==> src/rtl/restoring_divider.sv <==
// Purpose : sequential unsigned restoring divider, DQ = A / B and DR = A % B, one quotient bit per clock.
// Latency : Start sampled at edge E0 -> Done pulse with valid DQ/DR after edge E0+WIDTH.
// Backpr. : none; Start is ignored while busy (no queuing), DQ/DR hold until the next completion.
//
// Ports:
//   Clk    - system clock, rising edge
//   Reset  - asynchronous active-low reset
//   A, B   - dividend / divisor, sampled together with Start
//   Start  - request, accepted only in IDLE
//   DQ, DR - registered quotient / remainder
//   Done   - registered one-cycle completion pulse
module restoring_divider #(
    parameter int WIDTH = 8
) (
    input  logic             Clk,
    input  logic             Reset,
    input  logic [WIDTH-1:0] A,
    input  logic [WIDTH-1:0] B,
    input  logic             Start,
    output logic [WIDTH-1:0] DQ,
    output logic [WIDTH-1:0] DR,
    output logic             Done
);

    localparam int             CW   = $clog2(WIDTH + 1);
    localparam logic [CW-1:0]  LAST = CW'(WIDTH - 1);

    typedef enum logic {IDLE, BUSY} state_t;

    state_t           state;
    logic [WIDTH-1:0] rem;      // partial remainder; always < divisor, so WIDTH bits suffice
    logic [WIDTH-1:0] dvd;      // dividend shifts out the top, quotient bits shift in the bottom
    logic [WIDTH-1:0] dsr;      // latched divisor
    logic [CW-1:0]    cnt;      // iterations completed

    // One iteration: shifted/trial are WIDTH+1 bits so the subtraction cannot overflow.
    logic [WIDTH:0]   shifted;
    logic [WIDTH:0]   trial;
    logic             q_bit;
    logic [WIDTH-1:0] rem_nxt;
    logic [WIDTH-1:0] dvd_nxt;

    always_comb begin
        shifted = {rem, dvd[WIDTH-1]};
        trial   = shifted - {1'b0, dsr};
        q_bit   = ~trial[WIDTH];
        // When the trial goes negative, shifted < divisor, so its top bit is zero
        // and the restored remainder still fits in WIDTH bits.
        rem_nxt = q_bit ? trial[WIDTH-1:0] : shifted[WIDTH-1:0];
        dvd_nxt = (dvd << 1) | WIDTH'(q_bit);
    end

    always_ff @(posedge Clk or negedge Reset) begin
        if (!Reset) begin
            state <= IDLE;
            rem   <= '0;
            dvd   <= '0;
            dsr   <= '0;
            cnt   <= '0;
            DQ    <= '0;
            DR    <= '0;
            Done  <= 1'b0;
        end else begin
            Done <= 1'b0;
            case (state)
                IDLE: begin
                    if (Start) begin
                        rem   <= '0;
                        dvd   <= A;
                        dsr   <= B;
                        cnt   <= '0;
                        state <= BUSY;
                    end
                end
                BUSY: begin
                    rem <= rem_nxt;
                    dvd <= dvd_nxt;
                    cnt <= cnt + 1'b1;
                    if (cnt == LAST) begin
                        DQ    <= dvd_nxt;
                        DR    <= rem_nxt;
                        Done  <= 1'b1;
                        state <= IDLE;
                    end
                end
                default: state <= IDLE;
            endcase
        end
    end

endmodule

==> config.mk <==
export PLATFORM = sky130hd
export DESIGN_NAME = restoring_divider
export DESIGN_NICKNAME = d
export VERILOG_FILES = /design/src/rtl/restoring_divider.sv
export SDC_FILE = /design/constraint.sdc
export NUM_CORES = 1
export LEC_CHECK = 0
export BUFFER_PORTS_ARGS = -buffer_cell sky130_fd_sc_hd__buf_2
export CAP_MARGIN = 15
export CORE_MARGIN = 3
export CORE_UTILIZATION = 50
export DETAILED_ROUTE_END_ITERATION = 8
export PLACE_DENSITY_LB_ADDON = 0.08
export SKIP_CTS_REPAIR_TIMING = 1
export SLEW_MARGIN = 20
export SYNTH_ARGS = -nofsm -noshare
export SYNTH_HDL_FRONTEND = slang
export SYNTH_SLANG_ARGS = --single-unit
==> constraint.sdc <==
create_clock -name Clk -period 2.9 [get_ports Clk]
set_input_delay 0.58 -clock Clk [delete_from_list [all_inputs] [get_ports Clk]]
set_output_delay 0.58 -clock Clk [all_outputs]
set_load 0.02 [all_outputs]
==> results.cfg, run 1 <==
[run_status]
status = finished, final reports clean

[routing]
vias_per_cell = 5.310
first_pass_iters = 5
detailroute.via_count = 1747
detail-route-antenna-nets = 0
drc_errors = 0
drt_iter0_drc = 107
postRouteWirelength_mm = 4.734
wl_per_cell_um = 14.39

[placement]
portBuffers = 35
gp_congestion = 0.7918
dp_hpwl_mm = 3.383

[floorplan]
ioPinCount = 36
start_util_pct = 53.12
dieHeight_um = 74.72
dieArea_sq_mm = 0.005582
die_x_um = 74.72
core_sq_mm = 0.004444
core.rowCount = 24

[timing]
worst_pin_slew_ns = 0.5629
final_max_slew_viol_count = 0
finalCritPeriodShare_pct = 91.49
rsz0062_at_grt = no
slew_headroom_pct = 62.48
period_needed_ns = 2.653
hold_viol = 0
tns_ns = 0
fin_skew_ns = 0.005554
finalSetupViolations = 0
fmax_mhz = 376.9

[synthesis]
yosysTopAreaCell = dfrtp_1
syn_area_per_cell_sq_um = 9.838
synthesis.area_sq_mm = 0.002361
synth_area_leaders = dfrtp_1 49%, nand2_1 9.4%, mux2i_1 6.4%, ha_1 4.8%, o21ai_0 4.7%
async_flop_share_pct = 100.0
synth_cell_types = 40
ys.flop_type = dfrtp_1
synth-seq-cells = 46
yosysWarningCount = 0
seq_area_frac_synth_pct = 48.75
synthCells = 240
yosys.area.top_type_share_pct = 48.75
synth_nets = 269
synth_enable_flop_cells = 0

[grt]
track_usage_pct = 18.68
grt_pass1_wl_mm = 7.893
grt_overflow_total = 0
antenna_found_initial = 0
grt_pass1_vias = 1596
grt_max_degree = 47

[finish]
areaGrowthSynthToFinish_pct = 12.88
num-nets-final = 305
regArea_sq_mm = 0.001151
antennaDiodeCount = 0
multi_input_area_sq_mm = 0.001094
layout-drive-gt1-share_pct = 20.58
fillers = 404

[worst_setup_path]
cp.required_ns = 3.07
crit_path_frequent_cell = inv_1
setup.worst_path.class = reg -> reg
max_stage_delay_ns = 0.56
cp_slowest_cell = a311oi_4
critical_path.top_delay_family = compound AO/OA/AOI/OAI gates
path_cells = inv_1 > ha_1 > inv_1 > fa_1 > a211oi_4 > o211ai_2 > a311oi_4 > mux2i_1 > o22ai_1
rrSetupSlack_ns = 0.25
cp-end-kind = register
crit_fanout = 9
critPathArrivalTime_ns = 2.82
critPathLaunchType = register
critPathBufInv = 2

[job]
maxCapViolations = 0

[clock_network]
clkSinkCount = 46
ctsHtreeMaxLevel = 2
clockBufferDepth = 2
cts_tree = built
clkLatencyLatePin_ns = 0.29
clkTransAtPathRegs_ns = 0.08
cts-root-buf = clkbuf_8
cts_buffers = 5

[hold_path]
hp-class = in -> async
==> layout make-up <==
type / count / share of cell area [%]
flip-flops and latches: 46 / 43.19
multi-input cells: 169 / 41.03
repair buffers: 39 / 7.793
clock buffers: 7 / 3.239
well taps: 52 / 2.441
inverters: 15 / 2.113
clock inverters: 1 / 0.1878
==> worst reg2reg max path, delay by kind of cell, from the launching register on <==
kind                       cells  cell delay, ns
muxes                          1            0.31
DFF                            1            0.38
AOI/OAI and AO/OA              4            1.14
buffers and inverters          2            0.12
adders and majority gates      2            0.59
==> metal layers <==
layer / track usage, % / share of wire (%)
met2: 26.15 / 43
met4: 4.743 / 0.53
met5: 0 / 0
met3: 4.940 / 3.7
met1: 28.67 / 53
==> stage by stage <==
stage / setup WS [ns] / hold WS, ns / cells / util [%] / instance area (sq um)
2_1_floorplan: 0.5052 / 0.2844 / 240 / - / 2361
3_3_place_gp: 0.3271 / 0.4533 / 321 / 57.85 / 2571
3_5_place_dp: 0.2795 / 0.4572 / 321 / 57.85 / 2571
4_1_cts: 0.2604 / 0.4749 / 329 / 59.91 / 2663
5_1_grt: 0.06307 / 0.3195 / 329 / 59.97 / 2665
6_report: 0.2467 / 0.2725 / 329 / 59.97 / 2665
==> final timing paths <==
check / start / end / cells past startpoint
setup / recovery: dvd[7] / rem[3] / 9
hold / removal: Reset / Done / 1
setup reg to reg: dvd[7] / rem[3] / 9
hold reg to reg: DQ[5] / DQ[5] / 2
max in group asynchronous: Reset / dsr[1] / 1
min in group Clk: DQ[5] / DQ[5] / 2
==> state kept, by name, indices dropped and copies added, names as in the netlist <==
register,count
DQ,8
DR,8
dsr,8
dvd,8
rem,8
cnt,4
Done,1
state,1
==> synth_stat cells, types with 2 or more instances <==
| cell type | n |
|---|---|
| inv_1 | 14 |
| o211ai_2 | 2 |
| dfrtp_1 | 46 |
| buf_6 | 3 |
| o21ai_1 | 6 |
| o21ai_0 | 22 |
| nand3_1 | 4 |
| a21o_1 | 2 |
| nor2_1 | 8 |
| o22ai_1 | 4 |
| ha_1 | 9 |
| nand2_1 | 59 |
| a211oi_1 | 2 |
| nor3_1 | 3 |
| nand4b_1 | 2 |
| xor2_1 | 5 |
| a21oi_1 | 6 |
| clkbuf_1 | 7 |
| mux2i_1 | 15 |
==> cell families (layout without fill, tap and decap cells) <==
logic type	count (synthesis)	count (layout)	synth area share [%]
xor+xnor	6	6	2.226
mux	17	17	7.472
buf+inv	25	62	4.928
fa+ha+maj	10	10	5.618
compound gates	57	57	17.17
simple gates	79	79	13.83
flops	46	46	48.75
==> layout by cell type (no fill, tap or decap), types with 2 or more instances in the layout <==
cell,count
o21ai_1,6
nand3_1,4
nand2_1,59
xor2_1,5
nor3_1,3
dfrtp_1,46
buf_4,5
nor2_1,8
a211oi_1,2
inv_1,14
ha_1,9
a21oi_1,6
o211ai_2,2
buf_2,34
a21o_1,2
o22ai_1,4
o21ai_0,22
mux2i_1,15
nand4b_1,2
clkbuf_8,6
Power of run 1 is not shown: default switching activity piles up to over one toggle a cycle in this logic, so the estimate is an artifact.
==> inputs of run 2 (changes only) <==
Settings changed: REMOVE_ABC_BUFFERS set to 1.
==> results.cfg, run 2 (same netlist as run 1, synthesis figures left out) <==
[grt]
antenna_found_initial = 0
use_met2_pct = 27.71
track_usage_pct = 18.22
grt_max_degree = 47
grt_pass1_wl_mm = 7.762
grt_overflow_total = 0
grt_pass1_vias = 1615
gr-usage-met1_pct = 26.41
grt-busiest-layer = met2
use_met3_pct = 4.539

[finish]
fin_util_pct = 59.97
areaGrowthSynthToFinish_pct = 12.88
layout-drive-gt1-share_pct = 20.58
final_cell_mix = 59 x nand2_1, 46 x dfrtp_1, 34 x buf_2
multi_input_area_sq_mm = 0.001094
design_area_sq_mm = 0.002665
num-nets-final = 305
layout_commonest_cell = nand2_1
fillers = 405
regArea_sq_mm = 0.001151
antennaDiodeCount = 0

[worst_setup_path]
cp.required_ns = 3.10
critPathLaunchType = register
setup.worst_path.class = reg -> reg
rrSetupSlack_ns = 0.32
crit_fanout = 5
critPathArrivalTime_ns = 2.78
cp-end-kind = register

[timing]
final_max_slew_viol_count = 0
slew_headroom_pct = 52.34
fmax_mhz = 388.1
finalSetupViolations = 0
hold_viol = 0
rsz0062_at_grt = no
period_needed_ns = 2.577
worst_pin_slew_ns = 0.7150
tns_ns = 0
finalCritPeriodShare_pct = 88.85
fin_skew_ns = 0.008503

[placement]
place_area_sq_mm = 0.002571
portBuffers = 35
gp_congestion = 0.7855
dp_hpwl_mm = 3.291

[routing]
wl_per_cell_um = 14.13
vias_per_cell = 5.240
postRouteWirelength_mm = 4.648
detail-route-antenna-nets = 0
drt_iter0_drc = 92
first_pass_iters = 4
detailroute.via_count = 1724
drc_errors = 0

[floorplan]
ioPinCount = 36
dieHeight_um = 74.72
dieArea_sq_mm = 0.005582
core.rowCount = 24
die_x_um = 74.72
core_sq_mm = 0.004444
start_util_pct = 53.12

[job]
maxCapViolations = 0

[run_status]
status = finished, final reports clean

[hold_path]
hp-class = in -> async

[clock_network]
clockBufferDepth = 2
clkSinkCount = 46
clkLatencyLatePin_ns = 0.29
clkTransAtPathRegs_ns = 0.09
cts_buffers = 5
cts-root-buf = clkbuf_8
ctsHtreeMaxLevel = 2
cts_tree = built
## run 2: cell counts in the layout (fill, tap and decap cells not counted)
No cell type changed its count.
## run 2: critical path, cell delays in order, from the launching register on
cell and delay (ns):
dfrtp_1 0.38, inv_1 0.07, ha_1 0.15, inv_1 0.05, fa_1 0.43, a211oi_4 0.31
o211ai_2 0.16, a311o_2 0.47, mux2_4 0.33, o22ai_2 0.13
## run 2: final cells by class
cell class | count | share of cell area [%]
Clock inverter | 1 | 0.1878
Sequential cell | 46 | 43.19
Tap cell | 52 | 2.441
Multi-Input combinational cell | 169 | 41.03
Timing Repair Buffer | 39 | 7.793
Inverter | 15 | 2.113
Clock buffer | 7 | 3.239
## run 2: routing by layer
layer,part of all wire [%],up-vias
li1,-,895
met1,50,798
met2,46,29
met3,3.8,2
met4,0.47,0
met5,0,-
## run 2: worst paths after layout
kind / from / endpoint / depth (start not counted)
max: dvd[7] / rem[0] / 9
min: Reset / dsr[7] / 1
max reg2reg: dvd[7] / rem[0] / 9
min reg2reg: DQ[5] / DQ[5] / 2
max in group asynchronous: Reset / DQ[3] / 1
min in group Clk: DQ[5] / DQ[5] / 2
## run 2: metrics by stage
step           hold slack, ns  worst slack (ns)  std cells
6_report               0.2864            0.3234        329
3_3_place_gp           0.4556            0.4150        321
4_1_cts                0.4823            0.3241        329
2_1_floorplan          0.2844            0.4983        230
5_1_grt                0.3047            0.1578        329
3_5_place_dp           0.4588            0.3417        321
Power of run 2 is left out for the same reason.
==> inputs of run 3 (changes only) <==
Settings changed: CORE_UTILIZATION 50 to 56.
==> results.cfg, run 3 (same netlist as run 1, synthesis figures left out) <==
[routing]
vias_per_cell = 5.610
drc_errors = 0
drt_iter0_drc = 112
wl_per_cell_um = 14.66
detailroute.via_count = 1829
postRouteWirelength_mm = 4.780
detail-route-antenna-nets = 0
first_pass_iters = 4

[floorplan]
core_sq_mm = 0.003854
start_util_pct = 61.27
ioPinCount = 36
die_x_um = 70.93
core.rowCount = 22
dieArea_sq_mm = 0.005031
dieHeight_um = 70.93

[worst_setup_path]
max_stage_delay_ns = 0.58
critPathBufInv = 2
critPathLaunchType = register
cp_slowest_cell = a311oi_4
crit_fanout = 9
setup.worst_path.class = reg -> reg
crit_path_frequent_cell = inv_1
cp-end-kind = register
critical_path.top_delay_family = compound AO/OA/AOI/OAI gates
cp.required_ns = 3.08
critPathArrivalTime_ns = 2.84
path_cells = inv_1 > ha_1 > inv_1 > fa_1 > a211oi_4 > o211ai_2 > a311oi_4 > mux2i_1 > o22ai_1

[hold_path]
hp-class = in -> async

[finish]
multi_input_area_sq_mm = 0.001094
final_cell_mix = 59 x nand2_1, 46 x dfrtp_1, 35 x buf_2
layout-drive-gt1-share_pct = 21.22
fillers = 310
antennaDiodeCount = 0
regArea_sq_mm = 0.001151
areaGrowthSynthToFinish_pct = 12.72
num-nets-final = 306
layout_commonest_cell = nand2_1

[timing]
hold_viol = 0
finalSetupViolations = 0
slew_headroom_pct = 33.90
finalCritPeriodShare_pct = 91.76
fmax_mhz = 375.8
final_max_slew_viol_count = 0
tns_ns = 0
worst_pin_slew_ns = 0.9915
fin_skew_ns = 0.006813
period_needed_ns = 2.661
rsz0062_at_grt = no
layout_setup_ws_ns = 0.2389
hold_slack_ns = 0.4296

[run_status]
status = finished, final reports clean

[grt]
track_usage_pct = 20.77
antenna_found_initial = 0
grt_pass1_vias = 1786
grt_max_degree = 47
grt_pass1_wl_mm = 8.238
grt_overflow_total = 0

[clock_network]
cts_buffers = 5
clockBufferDepth = 2
ctsHtreeMaxLevel = 2
clkTransAtPathRegs_ns = 0.09
cts_tree = built
clkLatencyLatePin_ns = 0.31
clkSinkCount = 46
cts-root-buf = clkbuf_8

[placement]
gp_congestion = 0.8598
portBuffers = 35
dp_slack_ns = 0.2827
dp_hpwl_mm = 3.432

[job]
maxCapViolations = 0
run 3: metal layers:
layer	share of wire, %	wire (um)	GRT usage (%)
met4	2.4	114	9.186
met3	4.8	229	4.545
met5	0	0	0
met2	47	2232	33.16
met1	46	2203	27.24
run 3: final cells by class:
type	count	share of cell area (%)
Inverter	15	2.116
Multi-Input combinational cell	169	41.09
Clock buffer	5	2.586
Clock inverter	3	0.7052
Tap cell	48	2.257
Timing Repair Buffer	40	7.992
Sequential cell	46	43.25
run 3: final timing paths:
path / start / endpoint / slack [ns] / cells past startpoint
min: Reset / Done / 0.43 / 1
min in group Clk: B[2] / dsr[2] / 0.47 / 3
min reg2reg: DQ[2] / DQ[2] / 0.48 / 2
max: dvd[7] / rem[2] / 0.24 / 9
max in group asynchronous: Reset / dsr[5] / 1.85 / 1
max reg2reg: dvd[7] / rem[2] / 0.24 / 9
run 3: per-stage QoR:
stage,util [%],area (sq um),cells
3_3_place_gp,66.79,2574,318
4_1_cts,69.06,2661,326
3_5_place_dp,66.79,2574,318
2_1_floorplan,-,2301,230
5_1_grt,69.06,2661,326
6_report,69.06,2661,326
run 3: worst reg2reg max path: stages, from the launching register on:
cell and delay [ns]:
dfrtp_1 0.38, inv_1 0.08, ha_1 0.16, inv_1 0.05, fa_1 0.43, a211oi_4 0.29
o211ai_2 0.15, a311oi_4 0.58, mux2i_1 0.31, o22ai_1 0.10
Power of run 3 is left out for the same reason.
